## src/rtl/row_scan_pkg.sv

```systemverilog
// row_scan_pkg: shared row count, select width and FSM state type for the row scan sequencer
package row_scan_pkg;
  localparam int ROWS = 8;
  localparam int SEL_W = 3;
  typedef enum logic [1:0] {S_IDLE, S_BLANK, S_DRIVE} scan_state_t;
endpackage

```

## src/rtl/row_mask_next.sv

```systemverilog
// row_mask_next: cyclic search for the next enabled row after cur, with wrap flag (ROW_SCAN_REVERSE_EN adds dir)
module row_mask_next
  import row_scan_pkg::*;
(
  input  logic [SEL_W-1:0] cur,
  input  logic [ROWS-1:0]  mask,
`ifdef ROW_SCAN_REVERSE_EN
  input  logic             dir,
`endif
  output logic [SEL_W-1:0] next,
  output logic             wrap,
  output logic             any
);
  logic rev;
`ifdef ROW_SCAN_REVERSE_EN
  assign rev = dir;
`else
  assign rev = 1'b0;
`endif
  assign any = |mask;
  assign wrap = rev ? next >= cur : next <= cur;
  // walk from the farthest candidate (cur itself) inward so the nearest set row wins
  always_comb begin
    next = cur;
    for (int k = ROWS; k >= 1; k--)
      if (mask[rev ? cur - SEL_W'(k) : cur + SEL_W'(k)]) next = rev ? cur - SEL_W'(k) : cur + SEL_W'(k);
  end
endmodule

```

## src/rtl/row_scan_sequencer.sv

```systemverilog
// row_scan_sequencer: masked 8-row scanner with dwell/blank timing and frame pulse (ROW_SCAN_REVERSE_EN adds dir)
module row_scan_sequencer
  import row_scan_pkg::*;
#(
  parameter int DWELL_CYCLES = 16,
  parameter int BLANK_CYCLES = 2
) (
  input  logic             clk,
  input  logic             rst,
  input  logic             run,
  input  logic [ROWS-1:0]  row_mask,
`ifdef ROW_SCAN_REVERSE_EN
  input  logic             dir,
`endif
  output logic [SEL_W-1:0] row_sel,
  output logic             row_ena,
  output logic             frame_start,
  output logic             busy
);
  localparam int MAXC = DWELL_CYCLES > BLANK_CYCLES ? DWELL_CYCLES : BLANK_CYCLES;
  localparam int CW = $clog2(MAXC + 1);
  localparam logic NB = BLANK_CYCLES == 0;
  localparam logic [CW-1:0] DW = CW'(DWELL_CYCLES);
  localparam logic [CW-1:0] BW = CW'(BLANK_CYCLES);
  scan_state_t state, state_n;
  logic [SEL_W-1:0] sel_n, cur, nxt;
  logic [CW-1:0] cnt, cnt_n;
  logic flag, flag_n, fs_n, load, wrap, any, rev;
`ifdef ROW_SCAN_REVERSE_EN
  assign rev = dir;
`else
  assign rev = 1'b0;
`endif
  assign cur = state == S_IDLE ? (rev ? '0 : SEL_W'(ROWS - 1)) : row_sel;
  row_mask_next u_next (
    .cur  (cur),
    .mask (row_mask),
`ifdef ROW_SCAN_REVERSE_EN
    .dir  (dir),
`endif
    .next (nxt),
    .wrap (wrap),
    .any  (any)
  );
  // next state: idle start, blank abort, end-of-phase transitions; load enters a new row period
  always_comb begin
    state_n = state;
    sel_n = row_sel;
    cnt_n = cnt - CW'(1);
    flag_n = flag;
    fs_n = 1'b0;
    load = 1'b0;
    if (state == S_IDLE) begin
      cnt_n = '0;
      if (run && any) begin
        sel_n = nxt;
        flag_n = 1'b1;
        load = 1'b1;
      end
    end else if (state == S_BLANK && !run) begin
      state_n = S_IDLE;
      cnt_n = '0;
    end else if (cnt == CW'(1)) begin
      if (state == S_BLANK) begin
        state_n = S_DRIVE;
        cnt_n = DW;
        fs_n = flag;
        flag_n = 1'b0;
      end else if (!run || !any) begin
        state_n = S_IDLE;
        cnt_n = '0;
      end else begin
        sel_n = nxt;
        flag_n = wrap;
        load = 1'b1;
      end
    end
    if (load) begin
      state_n = NB ? S_DRIVE : S_BLANK;
      cnt_n = NB ? DW : BW;
      fs_n = NB & flag_n;
      flag_n = flag_n & ~NB;
    end
  end
  // state and registered outputs, all derived from the next state
  always_ff @(posedge clk) begin
    if (!rst) begin
      state <= S_IDLE;
      row_sel <= '0;
      row_ena <= 1'b0;
      frame_start <= 1'b0;
      busy <= 1'b0;
      cnt <= '0;
      flag <= 1'b0;
    end else begin
      state <= state_n;
      row_sel <= sel_n;
      row_ena <= state_n == S_DRIVE;
      frame_start <= fs_n;
      busy <= state_n != S_IDLE;
      cnt <= cnt_n;
      flag <= flag_n;
    end
  end
endmodule

```

## config.mk

```make
export PLATFORM = sky130hd
export DESIGN_NAME = row_scan_sequencer
export DESIGN_NICKNAME = d
export VERILOG_FILES = /design/src/rtl/row_scan_pkg.sv /design/src/rtl/row_mask_next.sv /design/src/rtl/row_scan_sequencer.sv
export SDC_FILE = /design/constraint.sdc
export NUM_CORES = 1
export LEC_CHECK = 0
export CAP_MARGIN = 10
export CORE_MARGIN = 4
export CORE_UTILIZATION = 40
export CTS_CLUSTER_SIZE = 8
export DETAILED_ROUTE_END_ITERATION = 12
export PLACE_DENSITY = 0.7
export SLEW_MARGIN = 0
export SYNTH_ARGS = -nofsm -noshare
export SYNTH_HDL_FRONTEND = slang
export SYNTH_SLANG_ARGS = --single-unit
```

## constraint.sdc

```tcl
create_clock -name clk -period 4.5 [get_ports clk]
set_input_delay 0.9 -clock clk [delete_from_list [all_inputs] [get_ports clk]]
set_output_delay 0.9 -clock clk [all_outputs]
set_load 0.1 [all_outputs]
```

# Word-level counts from Yosys, hierarchy flattened
# Cells that the tools add are included.
# totals
register_bits,14
word_cells,100
# op_classes
add_sub_neg,8
magnitude_cmp,8
eq_ne,8
mux,52
n_bitwise,3
reduce_logical,13
# op_table
operator,n
$mux 3,14
$lt 3x4->1 const B,7
$bmux 1 s3,7
$mux 1,19
$mux 2,9
$mux 5,3
$add 3x3->3 const B,4
$reduce_or 8->1,1
$add 3x2->3 const B,2
$ne 2x2->1 const B,3
$reduce_or 6->1,1
$eq 5x1->1 const B,1
$reduce_and 5->1,1
$sub 5x1->5 const B,1
$reduce_and 4->1,1
$reduce_bool 2->1,2
$reduce_or 4->1,1
$add 3x1->3 const B,1
$le 3x3->1,1
$ne 3x3->1 const B,1
$not 1->1,3
$eq 2x1->1 const B,1
$eq 2x2->1 const B,1
$logic_and 1x1->1,2
other kinds (4),5

# Longest topological paths before layout
# Gate-level depths: netlist (run 1).
# logic_depth
depth_word,18
depth_mapped,21

# Hierarchy
# Synthesis (run 1) repeated with hierarchy kept, for this count alone.
# hier_totals
hier_cells,180
area_unflattened_um2,1607.8
# modules_own_cells
mod,n_inst,cells_each,area_each_um2
row_mask_next,1,95,879.6
row_scan_sequencer,1,85,728.2

# Worst setup path after synthesis (run 1)
# No wires, ideal clock.
# synth_path
path_type,reg-to-reg
from,register row_sel[1]
to,register flag
setup_time_ps,64
t_arrival_ps,4081
required_ps,4436
path_slack_ps,355
stages_incl_launch_ff,19
path_buffers,2
cell_sequence,dfxtp_1 -> clkbuf_1 -> nand2b_1 -> inv_1 -> ha_1 -> xor2_1 -> buf_2 -> or3b_2 -> nand4_1 -> a22oi_1 -> a21oi_1 -> o22ai_1 -> ha_1 -> a21o_1 -> a21oi_1 -> a31oi_1 -> a21boi_0 -> mux2i_1 -> nor2_1
# synth_via
elab_chain_len,17
elab_cells_between_ends,35
# synth_rtl
element,line,text
start: declaration,row_scan_sequencer.sv:15,"output logic [SEL_W-1:0] row_sel,"
start signal: assignment,row_scan_sequencer.sv:97,row_sel <= sel_n;
$mux 3 (*),row_scan_sequencer.sv:34,assign cur = state == S_IDLE ? (rev ? '0 : SEL_W'(ROWS - 1)) : row_sel;
$add 3x3->3,row_mask_next.sv:26,if (mask[rev ? cur - SEL_W'(k) : cur + SEL_W'(k)]) next = rev ? cur - SEL_W'(k) : cur + SEL_W'(k);
$bmux 1 s3,row_mask_next.sv:26,
$mux 1,row_mask_next.sv:26,
$mux 3 (6 in series),row_mask_next.sv:26,
$mux 3 (*),row_mask_next.sv:26,
named net nxt[1],row_scan_sequencer.sv:26,"logic [SEL_W-1:0] sel_n, cur, nxt;"
$le 3x3->1 (implied by the code) (*),row_mask_next.sv:21,assign wrap = rev ? next >= cur : next <= cur;
$mux 1 (*),row_scan_sequencer.sv:69,end else if (!run || !any) begin
$mux 1 (*),row_scan_sequencer.sv:64,if (state == S_BLANK) begin
$mux 1 (*),row_scan_sequencer.sv:63,end else if (cnt == CW'(1)) begin
$mux 1 (*),row_scan_sequencer.sv:60,end else if (state == S_BLANK && !run) begin
$mux 1 (*),row_scan_sequencer.sv:53,if (state == S_IDLE) begin
end signal: assignment,row_scan_sequencer.sv:102,flag <= flag_n;
end: declaration,row_scan_sequencer.sv:28,"logic flag, flag_n, fs_n, load, wrap, any, rev;"
# The timed path passes the listed nets; every way through them passes the cells marked *. The select of a mux whose other input is x is not followed.
# A chain may end at the register's enable or synchronous reset.

# Worst setup path after layout (run 1)
# layout_path
from,register state[1]
to,register flag
# layout_via
elab_chain_len,18
elab_cells_between_ends,43
# layout_rtl
element,line,text
start: declaration,row_scan_sequencer.sv:25,"scan_state_t state, state_n;"
start signal: assignment,row_scan_sequencer.sv:96,state <= state_n;
$logic_not 2->1 (*),row_scan_sequencer.sv:34,
$mux 3 (*),row_scan_sequencer.sv:34,
$add 3x3->3,row_mask_next.sv:26,
$bmux 1 s3,row_mask_next.sv:26,
$mux 1,row_mask_next.sv:26,
$mux 3 (6 in series),row_mask_next.sv:26,
$mux 3 (*),row_mask_next.sv:26,
named net nxt[2],row_scan_sequencer.sv:26,
$le 3x3->1 (implied by the code) (*),row_mask_next.sv:21,
$mux 1 (*),row_scan_sequencer.sv:69,
$mux 1 (*),row_scan_sequencer.sv:64,
$mux 1 (*),row_scan_sequencer.sv:63,
$mux 1 (*),row_scan_sequencer.sv:60,
$mux 1 (*),row_scan_sequencer.sv:53,
# Marks and branches as above.

==> key figures, run 1 <==
Timing
  • Setup violators final: 0
  • Worst Tran Pin Value: slightly below 1 ns
  • Relative slew margins: 0.355
  • Layout Skew: 0.00149 ns
  • Max Clk Rate: ~0.25 GHz
  • Final setup TNS: 0 ns
  • Max-slew violations: 0
  • RSZ-0062 raised after global routing: false
  • Final hold vios: 0
  • Min Clock Period, post-route: between 3 and 4 ns
  • Tcrit/Tclk final: 0.873

Finish
  • Nets@finish: 238
  • Post-route insts no fill: 269
  • Diodes inserted: 0
  • Fill count: between 400 and 500
  • Layout cells sized above 1: 0.164
  • Commonest non-fill, non-tap cells in the layout: nor2_1, nand2_1, a21oi_1, clkdlybuf4s50_1, dfxtp_1
  • Commonest non-fill, non-tap cell in the layout: nor2_1
  • P&R area growth vs syn: 15.2%

Clock tree
  • CTS tree: yes
  • Clk root buf: clkbuf_8
  • Hold-fix buffers, CTS: 0
  • Postcts setup bufs: 0
  • Worst-Skew Late Latency: 0.25 ns
  • Clock slew at reported path FFs: 0.06 ns
  • Clk buf depth: 2
  • # resized after CTS: 0
  • CTS HTree Levels: 1
  • # clock sinks: 14
  • Num CTS Buffers: 3

Routing
  • DRC: 0
  • Via count: roughly 1600
  • Avg WL per Cell: 15.7 um
  • Routed length on met3: about 230 um
  • Drt pass-1 iters: 4
  • DRT iter0 DRCs: 86
  • M1 WL: 1860 um
  • Highest metal used: met4
  • Routed wl met2: approximately 2000 um
  • Final wirelength: approximately 4200 um
  • Via density: ~6
  • Final antenna-violating net count: 0

Power and ir drop
  • Sequential Power Share: 0.209
  • Clock network fraction of total power: 0.169
  • Internal power: roughly 0.41 mW
  • Switching share of total power: 0.446
  • Leak: roughly 0.76 nW
  • P_sw: between 0.3 and 0.4 mW
  • Cell Pwr Density: 377 nW/um^2
  • Comb power frac: 0.623
  • Peak VDD IR: 0.119 mV

Setup path
  • Worst setup SP type: flip-flop
  • Critical Path End: flag
  • RR Endpoint: flag
  • Critical path endpoint category: flip-flop
  • Worst EP required: about 4.7 ns
  • CP peak stage delay: between 0.5 and 0.6 ns
  • Kind of critical path: flip-flop to flip-flop
  • CP cell instances: or2_1 > nand2b_1 > ha_1 > mux4_2 > a32o_1 > o21ai_0 > a311oi_1 > o32ai_2 > ha_1 > a21oi_1 > a31oi_1 > a21boi_0 > mux2i_1 > nor2_1
  • Family with the most delay on the worst path: compound AO/OA/AOI/OAI gates
  • Crit-path most repeated cell: ha_1
  • R2r setup slk: around 0.57 ns
  • Crit path max-delay cell type: dfxtp_1
  • Worst reg2reg path startpoint: state[1]
  • Data arrival, critical path: just over 4 ns
  • Worst Path Max Fanout: 10
  • CP startpoint: state[1]
  • WP depth: 14
  • Crit path buf inv count: 0
  • Worst reg2reg path depth: 14

Floorplan
  • Core area: 4060 um^2
  • Initial Util: 0.419
  • Io pins: 17
  • Die X: roughly 73 um
  • DIE AREA: about 5400 um^2
  • Die H: between 70 and 80 um
  • Site row count: 23

Synth
  • Yosys cell types: 60
  • Post-synth EDFFs: 0
  • Post-synth ARST share: 0
  • Post-Synthesis Cell Area: 1700 um^2
  • Sequential fraction of the synthesis area: 0.165
  • Top FF cell, synth: dfxtp_1
  • Synthesized flop and latch total: 14
  • Mapped Nets: approximately 220
  • Avg Cell Area, Syn: approximately 8.3 um^2
  • Ys Warns: 0
  • Cells after Synth: ~200

Global route
  • Vias in the first global route: around 1500
  • GRT overflow: 0
  • Antenna violations before repair: 0
  • All-Layer GR Usage: 0.169
  • First-pass GRT wire length: around 7200 um
  • Largest net degree at the start of global routing: 16

Placed design
  • GPL Wtd Cong: between 0.9 and 1
  • HPWL Detailed: roughly 3300 um
  • Placed Cells: ~270
  • Count of buffers from port buffering: 16

Hold path
  • Worst hold path class: flip-flop to flip-flop

Status
  • Status: complete, no violations

Job
  • # Max-Cap Violations: 0
==> worst min path at each step <==
stage	startpoint	end	slack, ns	cells past startpoint
after floorplan	cnt[0]	cnt[0]	0.43	1
after global placement	cnt[0]	cnt[0]	0.45	1
after detailed placement	cnt[0]	cnt[0]	0.46	1
after CTS	cnt[0]	cnt[0]	0.47	1
after global routing	cnt[0]	cnt[0]	0.50	1
final	cnt[0]	cnt[0]	0.47	1
==> logic make-up (layout without fill, tap and decap cells) <==
family	after synthesis	after routing	synth area share
adder cells (fa/ha/maj)	7	7	0.0515
AND/OR/NAND/NOR	73	73	0.226
XOR/XNOR	8	8	0.0523
multiplexers	23	23	0.196
flip-flops	14	14	0.165
AO/OA/AOI/OAI	58	58	0.248
buffers and inverters	21	36	0.0611
==> synthesized netlist by cell type (all sizes together) (3+ instances only) <==
| master | count | area [um^2] |
|---|---|---|
| clkbuf | 3 | 11.3 |
| nand3 | 4 | 20.0 |
| a31oi | 4 | 40.0 |
| xnor2 | 4 | 35.0 |
| mux2 | 6 | 71.3 |
| a21o | 3 | 22.5 |
| mux2i | 10 | 100 |
| xor2 | 4 | 53.8 |
| o311ai | 3 | 26.3 |
| a211oi | 4 | 35.0 |
| o21ai | 11 | 58.8 |
| buf | 8 | 52.6 |
| nor2 | 23 | 113 |
| a21oi | 16 | 80.1 |
| nor3 | 3 | 15.0 |
| nand2b | 8 | 50.1 |
| inv | 10 | 40.0 |
| dfxtp | 14 | 280 |
| or2 | 3 | 18.8 |
| nand2 | 19 | 71.3 |
| nor2b | 3 | 26.3 |
| ha | 7 | 87.6 |
| mux4 | 7 | 161 |
==> worst register-to-register path, stage by stage (launching register included) <==
cell and delay [ns]:
dfxtp_1 0.58, or2_1 0.35, nand2b_1 0.16, ha_1 0.53
mux4_2 0.58, a32o_1 0.27, o21ai_0 0.07, a311oi_1 0.14
o32ai_2 0.35, ha_1 0.31, a21oi_1 0.14, a31oi_1 0.05
a21boi_0 0.17, mux2i_1 0.09, nor2_1 0.08
==> area by class of cell <==
cell class / count / area (um^2) / share of cell area
flip-flops and latches: 14 / 280 / 0.143
inverters: 10 / 40.0 / 0.0204
well taps: 50 / 62.6 / 0.0319
repair buffers: 22 / 205 / 0.105
clock buffers: 4 / 55.1 / 0.0281
multi-input cells: 169 / 1320 / 0.672
==> power groups by stage <==
stage	clock, mW	combinational [mW]	sequential (mW)
after global routing	0.136	0.501	0.156
after CTS	0.129	0.458	0.154
after global placement	0	0.448	0.156
after detailed placement	0	0.455	0.157
final	0.125	0.460	0.154
after floorplan	0	0.331	0.187
==> metal layers <==
layer | GRT usage | vias to the layer above
met2 | 0.278 | 54
met5 | 0 | -
met4 | 0.0861 | 0
met3 | 0.0207 | 11
met1 | 0.215 | 733
li1 | - | 785
==> registers in the layout, indices dropped and copies added, names as in the netlist <==
register and count:
row_sel 3, cnt 5, busy 1, frame_start 1
flag 1, state 2, row_ena 1
==> through the flow <==
step	util	total power, mW	instance area, um^2	setup WS, ns	hold slack, ns
after floorplan	-	0.518	1700	0.355	0.429
after global placement	0.469	0.605	1900	0.545	0.449
after detailed placement	0.469	0.612	1900	0.479	0.456
after CTS	0.483	0.741	1960	0.601	0.469
after global routing	0.483	0.793	1960	0.216	0.502
final	0.483	0.739	1960	0.571	0.469
No activity file was read; power rests on OpenSTA's default activity.
==> inputs of run 2 (changes only) <==
==> constraint.sdc (replaced) <==
create_clock -name clk -period 5.1 [get_ports clk]
set_input_delay 1.02 -clock clk [delete_from_list [all_inputs] [get_ports clk]]
set_output_delay 1.02 -clock clk [all_outputs]
set_load 0.1 [all_outputs]
==> run 2 against run 1 <==
Sequential power shrank 9%. Cell count shrank 2.6%. Register-to-register slack gained 0.31 ns. Global-route usage shrank 0.83 points. Routed wire length shrank 3.8%. Setup slack gained 0.31 ns. Clock-buffer cell count shrank 1. First-iteration DRC count shrank 9.3%. Clock skew grew 0.0010 ns.
==> key figures, run 2 (same netlist as run 1, synthesis figures left out) <==
Timing
  • Worst Tran Pin Value: slightly below 1 ns
  • Layout Skew: ~0.0025 ns
  • Final setup TNS: 0 ns
  • Min Clock Period, post-route: roughly 4.2 ns
  • Tcrit/Tclk final: 0.827
  • Setup violators final: 0
  • RSZ-0062 raised after global routing: false
  • Max-slew violations: 0
  • Final hold vios: 0
  • Max Clk Rate: 0.237 GHz
  • Relative slew margins: 0.352

Finish
  • Largest regs: cnt (5), row_sel (3), state (2)
  • Commonest non-fill, non-tap cells in the layout: nor2_1, nand2_1, a21oi_1, clkdlybuf4s50_1, dfxtp_1
  • Commonest non-fill, non-tap cell in the layout: nor2_1
  • P&R area growth vs syn: 11.8%
  • Layout cells sized above 1: 0.137
  • Diodes inserted: 0
  • Largest Register: cnt
  • Largest register FFs: 5
  • Nets@finish: roughly 230

Setup path
  • Worst reg2reg path startpoint: state[0]
  • Worst Path Max Fanout: 11
  • Data arrival, critical path: around 4.4 ns
  • Critical Path End: flag
  • RR Endpoint: flag
  • R2r setup slk: 0.88 ns
  • Worst reg2reg path depth: 17
  • CP startpoint: state[0]
  • Kind of critical path: flip-flop to flip-flop
  • Worst EP required: 5.29 ns
  • Critical path endpoint category: flip-flop
  • Worst setup SP type: flip-flop

Routing
  • DRT iter0 DRCs: 78
  • Final antenna-violating net count: 0
  • Via density: 5.97
  • Via count: 1565
  • DRC: 0
  • Avg WL per Cell: around 15 um
  • Final wirelength: 4050 um
  • Drt pass-1 iters: 5

Clock tree
  • Worst-Skew Late Latency: between 0.2 and 0.3 ns
  • CTS tree: yes
  • Postcts setup bufs: 0
  • Clk buf depth: 2
  • Num CTS Buffers: 3
  • Clk root buf: clkbuf_8
  • # clock sinks: 14
  • CTS HTree Levels: 1
  • # resized after CTS: 0
  • Hold-fix buffers, CTS: 0
  • Clock slew at reported path FFs: roughly 0.060 ns

Status
  • Status: complete, no violations

Placed design
  • HPWL Detailed: roughly 3100 um
  • Count of buffers from port buffering: 16
  • GPL Wtd Cong: 0.897

Power and ir drop
  • Cell Pwr Density: 327 nW/um^2
  • Leak: roughly 0.73 nW
  • Post-route total power: around 0.62 mW
  • Peak VDD IR: 0.111 mV

Floorplan
  • Site row count: 23
  • Core area: between 4000 and 5000 um^2
  • Die H: between 70 and 80 um
  • DIE AREA: roughly 5400 um^2
  • Initial Util: 0.419
  • Io pins: 17
  • Die X: about 73 um

Global route
  • Antenna violations before repair: 0
  • Vias in the first global route: about 1500
  • Largest net degree at the start of global routing: 16
  • All-Layer GR Usage: 0.161
  • First-pass GRT wire length: 6870 um
  • GRT overflow: 0

Job
  • # Max-Cap Violations: 0

Hold path
  • Worst hold path class: flip-flop to flip-flop
run 2: changes by cell type in the layout (fill, tap and decap cells not counted):
cell / delta
clkbuf_8: -1
buf_4: -6
run 2: layout make-up:
cell class	instances	area [um^2]
Clock buffer	3	41.3
Fill cell	408	2160
Inverter	10	40.0
Multi-Input combinational cell	169	1320
Sequential cell	14	280
Tap cell	50	62.6
Timing Repair Buffer	16	160
run 2: worst max-delay path, stage by stage, from the launching register on:
cell      delay, ns
dfxtp_1        0.56
or2_1          0.30
nand2b_1       0.21
inv_1          0.23
ha_1           0.24
xor2_1         0.54
or3b_2         0.49
nand4_1        0.14
a22oi_1        0.09
a21oi_1        0.22
o22ai_1        0.10
ha_1           0.31
a21o_1         0.16
a21oi_1        0.14
a31oi_1        0.06
a21boi_0       0.17
mux2i_1        0.10
nor2_1         0.09
run 2: metal layers:
| layer | up-vias | global-route usage | share of wire | wire length, um |
|---|---|---|---|---|
| li1 | 772 | - | - | - |
| met1 | 741 | 0.203 | 0.44 | 1790 |
| met2 | 47 | 0.284 | 0.49 | 2000 |
| met3 | 5 | 0.0165 | 0.053 | 216 |
| met4 | 0 | 0.0492 | 0.011 | 44 |
| met5 | - | 0 | 0 | 0 |
run 2: per-stage QoR:
stage | cell area [um^2] | utilization | hold WS (ns) | std cells | setup slack (ns)
2_1_floorplan | 1700 | - | 0.429 | 204 | 0.955
3_3_place_gp | 1860 | 0.458 | 0.445 | 259 | 0.912
3_5_place_dp | 1860 | 0.458 | 0.453 | 259 | 0.890
4_1_cts | 1900 | 0.468 | 0.466 | 262 | 0.920
5_1_grt | 1900 | 0.468 | 0.484 | 262 | 0.532
6_report | 1900 | 0.468 | 0.459 | 262 | 0.885
run 2: report_power, final:
group          total (mW)  switching [mW]  internal, mW
registers           0.140          0.0213         0.119
clock network      0.0909          0.0386        0.0523
logic               0.390           0.224         0.167
run 2: worst min-delay path by stage:
stage	from	endpoint	slack, ns	depth (start not counted)
floorplan	cnt[0]	cnt[0]	0.43	1
global placement	cnt[0]	cnt[0]	0.45	1
detailed placement	cnt[0]	cnt[0]	0.45	1
CTS	cnt[0]	cnt[0]	0.47	1
global route	cnt[0]	cnt[0]	0.48	1
finish	cnt[0]	cnt[0]	0.46	1
==> variant: new RTL, config.mk and constraints of run 2 <==
The parameter `DWELL_CYCLES` goes from 16 to 32.
--- a/src/rtl/row_scan_sequencer.sv
+++ b/src/rtl/row_scan_sequencer.sv
@@ -4,3 +4,3 @@
 #(
-  parameter int DWELL_CYCLES = 16,
+  parameter int DWELL_CYCLES = 32,
   parameter int BLANK_CYCLES = 2
Function: no difference found for any inputs over 10 cycles, from zero or initial values and one cycle with rst low; that may be too few to reach the edited logic, so the function may still have changed.
==> variant against run 2 <==
- fmax increased by 3.3%
- non-clock buffer count unchanged
- synthesized area increased by 0.74%
- power shrank 15%
- sequential cell count rose by 1
- routed wire length down 5.9%
- cell area up 0.86%
- worst setup slack better by 140 ps
- critical path type unchanged
==> variant: results (changes against run 2) <==
Yosys
  • Synth area leaders: dfxtp_1, mux4_2, mux2i_1, ha_1, nand2_1 (was dfxtp_1, mux4_2, mux2i_1, ha_1, a21oi_1)
  • Post-synth top cells: nand2_1, dfxtp_1, mux2i_1, o21ai_0 (was nor2_1, nand2_1, a21oi_1, dfxtp_1)
  • Synth Area in Compound Gates: 0.2507 (was 0.2482)
  • Yosys cell types: 57 (was 60)
  • Syn nets: 209 (was 222)
  • Syn avg cell area: 8.961 um2 (was 8.329 um2)
  • Xor/xnor share of the synthesized area: 0.05702 (was 0.05228)
  • Post-Synth Adder-Cell Area: 0.05117 (was 0.05155)
  • EDFF count, synth: 0 (unchanged)
  • Post-synthesis sequential area ratio: 0.1754 (was 0.1649)
  • Mux share of post-synthesis cell area: 0.2200 (was 0.1959)

Finish
  • Filler cells: 383 (was 408)
  • Storage cell area: 300.3 um2 (was 280.3 um2)
  • Biggest regs: cnt x6, row_sel x3, state x2 (was cnt x5, row_sel x3, state x2)
  • Nets: 222 (was 232)
  • Share of layout cells above drive strength 1: 0.1232 (was 0.1368)

Detailed routing
  • Initial drt markers: 86 (was 78)
  • DRT Pass-1 Iters: 4 (was 5)
  • Routed WL per cell: 15.08 um (was 15.47 um)
  • DRT Wirelength: 3815 um (was 4054 um)
  • Vias: 1,497 (was 1,565)

STA
  • Clock Skews: 3.462 ps (was 2.495 ps)
  • Highest clock rate: 0.2452 GHz (was 0.2372 GHz)
  • Hold_ws: 462.2 ps (was 458.7 ps)
  • Slew headroom: 0.3527 (was 0.3515)

GRT
  • Largest net degree at the start of global routing: 20 (was 16)
  • First-pass GRT wire length: 6451 um (was 6872 um)
  • Vias in the first global route: 1,373 (was 1,451)
  • Total track usage: 0.1503 (was 0.1606)

Status
  • Status: completed (unchanged)

Setup path
  • R2R depth: 16 (was 17)
  • Crit path from: state[1]$_SDFF_PN0_ (was state[0]$_SDFF_PN0_)
  • Critical path arrival: 4260 ps (was 4400 ps)
  • Internal reg-to-reg setup slack: 1020 ps (was 880 ps)
  • Worst-path fanout max: 19 (was 11)

Min path
  • Hold Path Cell Cnt: 2 (was 1)
  • HP Start: flag$_SDFFE_PN0P_ (was cnt[0]$_SDFF_PP0_)
  • Hold EP: frame_start$_SDFF_PP0_ (was cnt[0]$_SDFF_PP0_)

Placed design
  • RePlAce Congestion: 0.9474 (was 0.8965)
  • Placed instance count: 249 (was 259)
  • HPWL after DPL: 3040 um (was 3136 um)
  • Dpl cell area: 0.001871 mm2 (was 0.001858 mm2)
  • DP Worst Slack: 889.0 ps (was 889.8 ps)

Clocking
  • H-tree depth: 1 (unchanged)

Power and ir drop
  • VDD IR max: 0.09544 mV (was 0.1105 mV)
  • Leak Pwr: 0.7440 nW (was 0.7280 nW)
variant: cell types whose count changed in the layout (fill, tap and decap cells not counted), sizes merged, moves of 3 or more:
cell,change
a21oi,-6
and2,+6
mux2,-3
mux2i,+3
nand2,-3
nand2b,-5
nor2,-13
o211ai,+3
variant: metal layers:
layer,vias up,global-route usage,share of wire
met4,0,0.05030,0.0039
met5,-,0,0
met1,712,0.2017,0.46
met2,37,0.2473,0.50
li1,746,-,-
met3,2,0.02052,0.042
variant: cells by family (layout without fill, tap and decap cells):
logic type | count (synthesis) | in the layout
flip-flops | 15 | 15
multiplexers | 24 | 24
AND/OR/NAND/NOR | 58 | 58
AO/OA/AOI/OAI | 59 | 59
XOR/XNOR | 9 | 9
adder cells (fa/ha/maj) | 7 | 7
buffers and inverters | 19 | 31
variant: worst max-delay path: stages (launching register included):
cell       delay, ps
dfxtp_1          750
o21bai_1         330
inv_2            240
ha_1             330
xor2_4           300
mux2i_1          120
a22o_1           280
a2111oi_2        390
o21ai_1          120
a21o_1           180
ha_1             300
a21o_1           160
a21oi_1          140
a31oi_1           50
mux2i_1          140
mux2i_1           90
nor2b_1          100
variant: layout make-up:
cell class	instances	area share
Clock buffer	4	0.02351
Inverter	11	0.02809
Multi-Input combinational cell	157	0.6754
Sequential cell	15	0.1568
Tap cell	50	0.03266
Timing Repair Buffer	16	0.08361
variant: power breakdown:
part / switching [mW] / internal, mW / total, mW
clock: 0.0377 / 0.0551 / 0.0928
combinational: 0.165 / 0.128 / 0.293
sequential: 0.0145 / 0.125 / 0.140
